File: src/rtl/hello_pkg.sv
// hello_pkg: shared character codes and active-low g..a segment patterns
package hello_pkg;
  localparam logic [2:0] CH_H     = 3'd0;
  localparam logic [2:0] CH_E     = 3'd1;
  localparam logic [2:0] CH_L     = 3'd2;
  localparam logic [2:0] CH_O     = 3'd3;
  localparam logic [2:0] CH_BLANK = 3'd7;
  localparam logic [6:0] SEG_H     = 7'b0001001;
  localparam logic [6:0] SEG_E     = 7'b0000110;
  localparam logic [6:0] SEG_L     = 7'b1000111;
  localparam logic [6:0] SEG_O     = 7'b1000000;
  localparam logic [6:0] SEG_BLANK = 7'b1111111;
endpackage

File: src/rtl/hello_char_seg.sv
// hello_char_seg: combinational 3-bit character code to active-low segments
module hello_char_seg
  import hello_pkg::*;
(
  input  logic [2:0] code,
  output logic [6:0] seg
);
  always_comb seg = code == CH_H ? SEG_H :
                    code == CH_E ? SEG_E :
                    code == CH_L ? SEG_L :
                    code == CH_O ? SEG_O : SEG_BLANK;
endmodule

File: src/rtl/hello_scroller.sv
// hello_scroller: multi-digit seven-segment driver scrolling a circular message
module hello_scroller
  import hello_pkg::*;
#(
  parameter int NUM_DIGITS = 6,
  parameter int MSG_LEN    = 8,
  parameter int TICK_DIV   = 50000000,
  parameter int CODE_W     = 3
) (
  input  logic                          clk,
  input  logic                          rst_n,
  input  logic                          en,
  input  logic                          mode,
  input  logic                          dir,
  input  logic                          load,
  input  logic [MSG_LEN*CODE_W-1:0]     msg_in,
  output logic                          step,
  output logic [$clog2(MSG_LEN)-1:0]    offset,
  output logic [NUM_DIGITS*7-1:0]       segs
);
  localparam int OW = $clog2(MSG_LEN);
  localparam int CW = $clog2(TICK_DIV);
  logic [MSG_LEN*CODE_W-1:0]    msg_q, msg_d;
  logic [OW-1:0]                off_q, off_d;
  logic [CW-1:0]                cnt_q, cnt_d;
  logic                         step_q, step_d, tick;
  logic [NUM_DIGITS*7-1:0]      segs_q, segs_d;
  logic [NUM_DIGITS*CODE_W-1:0] codes;
  // digit i reads the buffer at (offset+i) mod MSG_LEN, so short messages repeat
  for (genvar i = 0; i < NUM_DIGITS; i++) begin : g_dig
    assign codes[CODE_W*i +: CODE_W] = msg_q[CODE_W*((int'(off_q) + i) % MSG_LEN) +: CODE_W];
    hello_char_seg u_seg (
      .code(codes[CODE_W*i +: CODE_W]),
      .seg (segs_d[7*i +: 7])
    );
  end
  always_comb begin
    tick   = en && mode && cnt_q == CW'(TICK_DIV - 1);
    msg_d  = load ? msg_in : msg_q;
    cnt_d  = (load || !mode || tick) ? '0 : en ? cnt_q + CW'(1) : cnt_q;
    off_d  = load  ? '0 :
             !tick ? off_q :
             dir   ? (off_q == '0 ? OW'(MSG_LEN - 1) : off_q - OW'(1)) :
                     (off_q == OW'(MSG_LEN - 1) ? '0 : off_q + OW'(1));
    step_d = tick && !load;
  end
  always_ff @(posedge clk or negedge rst_n) begin
    if (!rst_n) begin
      msg_q  <= '1;
      off_q  <= '0;
      cnt_q  <= '0;
      step_q <= 1'b0;
      segs_q <= '1;
    end else begin
      msg_q  <= msg_d;
      off_q  <= off_d;
      cnt_q  <= cnt_d;
      step_q <= step_d;
      segs_q <= segs_d;
    end
  end
  assign step   = step_q;
  assign offset = off_q;
  assign segs   = segs_q;
endmodule
File: config.mk
export PLATFORM = sky130hd
export DESIGN_NAME = hello_scroller
export DESIGN_NICKNAME = d
export VERILOG_FILES = /design/src/rtl/hello_pkg.sv /design/src/rtl/hello_char_seg.sv /design/src/rtl/hello_scroller.sv
export SDC_FILE = /design/constraint.sdc
export NUM_CORES = 1
export LEC_CHECK = 0
export ABC_AREA = 0
export CAP_MARGIN = 20
export CORE_ASPECT_RATIO = 0.75
export CORE_MARGIN = 2
export CORE_UTILIZATION = 35
export DETAILED_ROUTE_END_ITERATION = 7
export MAX_ROUTING_LAYER = met4
export SYNTH_ARGS = -nofsm -noshare
export SYNTH_HDL_FRONTEND = slang
export SYNTH_HIERARCHICAL = 1
export SYNTH_SLANG_ARGS = --single-unit
File: constraint.sdc
create_clock -name clk -period 6.2 [get_ports clk]
set_input_delay 1.24 -clock clk [delete_from_list [all_inputs] [get_ports clk]]
set_output_delay 1.24 -clock clk [all_outputs]
set_load 0.01 [all_outputs]
---- Word level (Yosys, flattened, before mapping) ----
Cells that the tools add are included.
storage, ports and cells
  output and inout bits ................... 46
  word-level logic and storage cells ...... 102
  register bits after elaboration ......... 96
operators by class
  muxes and demuxes ....................... 31
  $add $sub $neg .......................... 8
  shifts and indexed selects .............. 6
  bitwise logic cells ..................... 5
  reduce and logical (&&, ||, !) cells .... 21
  eq/ne operators ......................... 20
  multiply operators ...................... 6
operator list
  kind                     number
  $mux W7                  18
  $shiftx A24 B7 Y3        5
  $mux W26                 2
  $eq A3 B2 Y1 const B     12
  $mux W6                  6
  $mul A3 B4 Y7 const A    5
  $add A26 B1 Y26 const B  1
  $eq A26 B26 Y1 const B   1
  $shiftx A24 B6 Y3        1
  $logic_not A3 Y1         7
  $eq A3 B1 Y1 const B     6
  $mux W3                  5
  $reduce_or A3 Y1         5
  $add A3 B1 Y3 const B    2
  $add A3 B2 Y3 const B    2
  $add A3 B3 Y3 const B    2
  $and A1 B1 Y1 const A    5
  $mul A2 B3 Y5 const A    1
  $reduce_bool A2 Y1       2
  $eq A3 B3 Y1 const B     1
  $logic_and A1 B1 Y1      3
  $sub A3 B1 Y3 const B    1
  $logic_not A1 Y1         2
  $logic_or A1 B1 Y1       2

---- Depth between registers and ports, before layout ----
  word-level depth ........................ 10
  mapped depth ............................ 20
  mapped depth without buffers ............ 13

---- By module ----
Netlist, hierarchy kept.
by module, submodules not included
  module          area an instance (sq um)  instances  cells each
  hello_scroller  6653.9                    1          554
  hello_char_seg  53.8                      6          8

---- Worst setup path after synthesis ----
OpenSTA, ideal clock, no wires.
  kind .................................... register to register
  from .................................... register off_q[0] (netlist: offset[0])
  to ...................................... register segs_q[23] (netlist: segs[23])
  required time ........................... 6.126 ns
  buffers on the path ..................... 8
  path slack .............................. 2.054 ns
  data arrival time ....................... 4.072 ns
  stages on the path, launching flop included .. 21
  path through ............................ dfrtp_1 > buf_6 > buf_6 > inv_2 > clkbuf_8 > ha_1 > buf_4 > buf_6 > inv_1 > buf_2 > ha_1 > ha_1 > ha_1 > clkbuf_1 > mux4_2 > mux2i_1 > o21ai_0 > a21o_1 > xnor2_1 > nand2b_1 > buf_4
between the ends
  word-level cells in the longest chain between the ends .. 10
  elaborated cells on any way between the ends .. 13
  classes of those cells .................. add/sub (1); mul (1); eq/ne (3); shift (1); mux (4); bitwise (1); reduce/logical (2)
RTL lines
  element                            line                  RTL
  from (decl)                        hello_scroller.sv:24  logic [OW-1:0] off_q, off_d;
  from (signal assigned)             hello_scroller.sv:50  off_q <= '0;
  from (signal assigned)             hello_scroller.sv:56  off_q <= off_d;
  $add A3 B2 Y3 *                    hello_scroller.sv:31  assign codes[CODE_W*i +: CODE_W] = msg_q[CODE_W*((int'(off_q) + i) % MSG_LEN) +: CODE_W];
  $reduce_or A3 Y1 (no source line)  -
  $and A1 B1 Y1 (no source line)     -
  $mul A3 B4 Y7 *                    hello_scroller.sv:31
  $shiftx A24 B7 Y3 *                hello_scroller.sv:31
  net codes[9]                       hello_scroller.sv:28  logic [NUM_DIGITS*CODE_W-1:0] codes;
  $eq A3 B2 Y1                       hello_char_seg.sv:11  code == CH_O ? SEG_O : SEG_BLANK;
  $mux W6                            hello_char_seg.sv:11
  $mux W7                            hello_char_seg.sv:10  code == CH_L ? SEG_L :
  $mux W7                            hello_char_seg.sv:9   code == CH_E ? SEG_E :
  $mux W7 *                          hello_char_seg.sv:8   always_comb seg = code == CH_H ? SEG_H :
  net segs_d[23]                     hello_scroller.sv:27  logic [NUM_DIGITS*7-1:0] segs_q, segs_d;
  to (signal assigned)               hello_scroller.sv:59  segs_q <= segs_d;
  to (decl)                          hello_scroller.sv:27
The timed path passes the listed nets; every way through them passes the cells marked *.
A chain may end at the register's enable or synchronous reset.

---- Worst setup path after layout ----
  from .................................... register off_q[1] (netlist: offset[1])
  to ...................................... register segs_q[23] (netlist: segs[23])
between the ends
  word-level cells in the longest chain between the ends .. 10
  elaborated cells on any way between the ends .. 13
  classes of those cells .................. add/sub (1); mul (1); eq/ne (3); shift (1); mux (4); bitwise (1); reduce/logical (2)
RTL lines
  element                            line
  $add A3 B2 Y3 *                    hello_scroller.sv:31
  $reduce_or A3 Y1 (no source line)  -
  $and A1 B1 Y1 (no source line)     -
  $mul A3 B4 Y7 *                    hello_scroller.sv:31
  $shiftx A24 B7 Y3 *                hello_scroller.sv:31
  net codes[9]                       hello_scroller.sv:28
  $eq A3 B2 Y1                       hello_char_seg.sv:11
  $mux W6                            hello_char_seg.sv:11
  $mux W7                            hello_char_seg.sv:10
  $mux W7                            hello_char_seg.sv:9
  $mux W7 *                          hello_char_seg.sv:8
Marked as above.

==> results.toml <==
[yosys]
synth_nets = 660
avgSynthCellArea_sq_um = 11.6
synthFlopType = "dfstp_2"
synth-edff-count = 0
async_flop_share_pct = 100
yosysUniqueCellTypes = 61
synth-seq-cells = 96
ys_seq_area_share_pct = 35.6
netlist_instances = 602
synthesis.area_sq_mm = 0.00698
yosysWarnings = 6

[sta]
worst_pin_slew_ns = 0.918
tns_ns = 0
clock_skew_ns = 0.00685
min_period_over_period_pct = 71.9
finalHoldViolCount = 0
setup_viol = 0
period_minus_slack_ns = 4.46
grt_setup_unrepaired = "no"
fmax_mhz = 224
drv_slew = 0
maxSlewHeadroom_pct = 38.6

[route]
ant_nets = 0
drc = 0
wire_per_inst_um = 19.3
drt-initial-drc-count = 456
wl_um = 17000
via_per_inst = 5.61
dr.pass1.iters = 5
vias = 4934

[cts]
cts_tree = "built"
clock-root-buffer = "clkbuf_16"
clkSinkCount = 96
post_cts_resized = 0
clk_pin_slew_ns = 0.07
cts_setup_buffers = 0
clk_latency_ns = 0.35
holdBufCountCts = 0
clk_path_buf_depth = 2
numCtsBuffers = 9
htreeDepth = 3

[global_route]
grt_pass1_wl_um = 27800
grt_max_degree = 66
grt_usage_pct = 17.3
grt_pass1_vias = 4915
global_route.overflow_total = 0
antenna_found_initial = 0

[placed_design]
place.gp.congestion = 0.909
io_buffers = 75
dpl.hpwl_um = 12200

[worst_setup_path]
r2r_setup_slack_ns = 1.74
worst_r2r_path_depth = 12
end_kind = "flip-flop"
cp_max_fo = 25
crit_type = "flip-flop to flip-flop"
slowest_delay_ns = 0.83
worstPathCellList = "inv_1, ha_2, inv_1, ha_1, ha_1, ha_1, mux4_2, mux2i_1, o21ai_0, a21o_1, xnor2_1, nand2b_1"
worst_path_most_repeated_cell = "ha_1"
cp.required_ns = 6.48
cp-start-kind = "flip-flop"
critical_path_arrival_ns = 4.74
crit_slowest_cell = "ha_2"

[power]
power_density_mw_per_mm2 = 201
p_leak_uw = 0.00304
finalPower_uw = 1590
worst_ir_drop_vdd_mv = 0.115

[floorplan]
core_region_area_sq_mm = 0.0194
ios = 76
die-area_sq_mm = 0.0211
initial_core_util_pct = 35.9
die_h_um = 126
rows = 44
die_w_um = 167

[status]
status = "finished, final reports clean"

[layout]
nNetsFinal = 680
n_antenna_cell = 0
drive_above_1_share_pct = 29.7
area_growth_pct = 13.5

[min_path]
whs_path_depth = 2
holdCritPathClass = "flip-flop to flip-flop"

[flow_run]
maxCapViolCount = 0
cell type report:
type	count	area, sq um
Clock inverter	6	35.0
Inverter	11	41.3
Tap cell	253	317
Sequential cell	96	2490
Fill cell	1823	11500
Clock buffer	10	229
Timing Repair Buffer	79	778
Multi-Input combinational cell	425	4030
power breakdown:
part           switching [uW]  internal (uW)  total (uW)
clock network             235            270         505
registers                75.4            715         790
logic                     121            177         299
total                     432           1160        1590
through the flow:
step	utilization (%)	cells	hold slack (ns)	cell area [sq um]	setup slack, ns
floorplan	-	602	0.513	6980	2.05
global placement	39.4	864	0.533	7650	2.02
detailed placement	39.4	864	0.560	7650	1.86
CTS	40.7	880	0.577	7920	1.83
global route	40.7	880	0.609	7920	1.33
finish	40.7	880	0.569	7920	1.74
cells in the final DEF, fill, tap and decap left out, types with 9 or more instances in the layout:
cell type         n
mux4_2           56
ha_1             27
mux2_2           30
mux2i_1          42
dfrtp_1          29
clkbuf_16         9
a21oi_1          12
nand3_1          13
clkdlybuf4s50_1  74
nor2_1           47
nand2_1          40
nand2b_1         15
xor2_1           15
inv_1             9
dfstp_2          66
o21ai_0          13
xnor2_1          14
nor3_1           12
sequential cells by signal (all words and copies together) (netlist names):
| name | flops |
|---|---|
| offset | 3 |
| cnt_q | 26 |
| segs | 42 |
| step | 1 |
| msg_q | 24 |
worst paths after layout:
kind,start,end
min in group asynchronous,rst_n,offset[2]
max in group asynchronous,rst_n,offset[0]
setup / recovery,offset[1],segs[23]
setup reg to reg,offset[1],segs[23]
hold / removal,cnt_q[1],cnt_q[1]
hold reg to reg,cnt_q[1],cnt_q[1]
worst max-delay path, delay by kind of cell, from the launching register on:
family,cells,cell delay [ns]
compound gates,2,0.33
xor+xnor,1,0.16
fa+ha+maj,4,1.88
buf+inv,2,0.73
flops,1,0.68
mux,2,0.49
simple gates,1,0.09
layer usage:
metal / track usage, % / wire length (um)
met1: 24.6 / 7860
met2: 23.8 / 7380
met3: 5.12 / 1540
met4: 4.67 / 246
met5: - / 0
synth_stat cells, types with 13 or more instances:
cell | number | share of area [%]
dfstp_2 | 66 | 25
mux4_2 | 56 | 18
nor2_1 | 47 | 2.5
mux2i_1 | 42 | 6.0
nand2_1 | 40 | 2.2
clkbuf_1 | 32 | 1.7
dfrtp_1 | 30 | 11
mux2_2 | 30 | 4.8
ha_1 | 28 | 5.0
buf_4 | 16 | 1.7
nand2b_1 | 15 | 1.3
xor2_1 | 15 | 1.9
xnor2_1 | 14 | 1.8
nand3_1 | 13 | 0.93
o21ai_0 | 13 | 0.93
logic make-up after synthesis:
family | after synthesis | synth area share [%]
AND/OR/NAND/NOR | 174 | 13.8
XOR/XNOR | 29 | 3.64
flip-flops | 96 | 35.6
multiplexers | 128 | 28.9
adder cells (fa/ha/maj) | 28 | 5.02
buffers and inverters | 81 | 6.65
AO/OA/AOI/OAI | 66 | 6.33
Note: power is estimated with default switching activity, not from simulation.
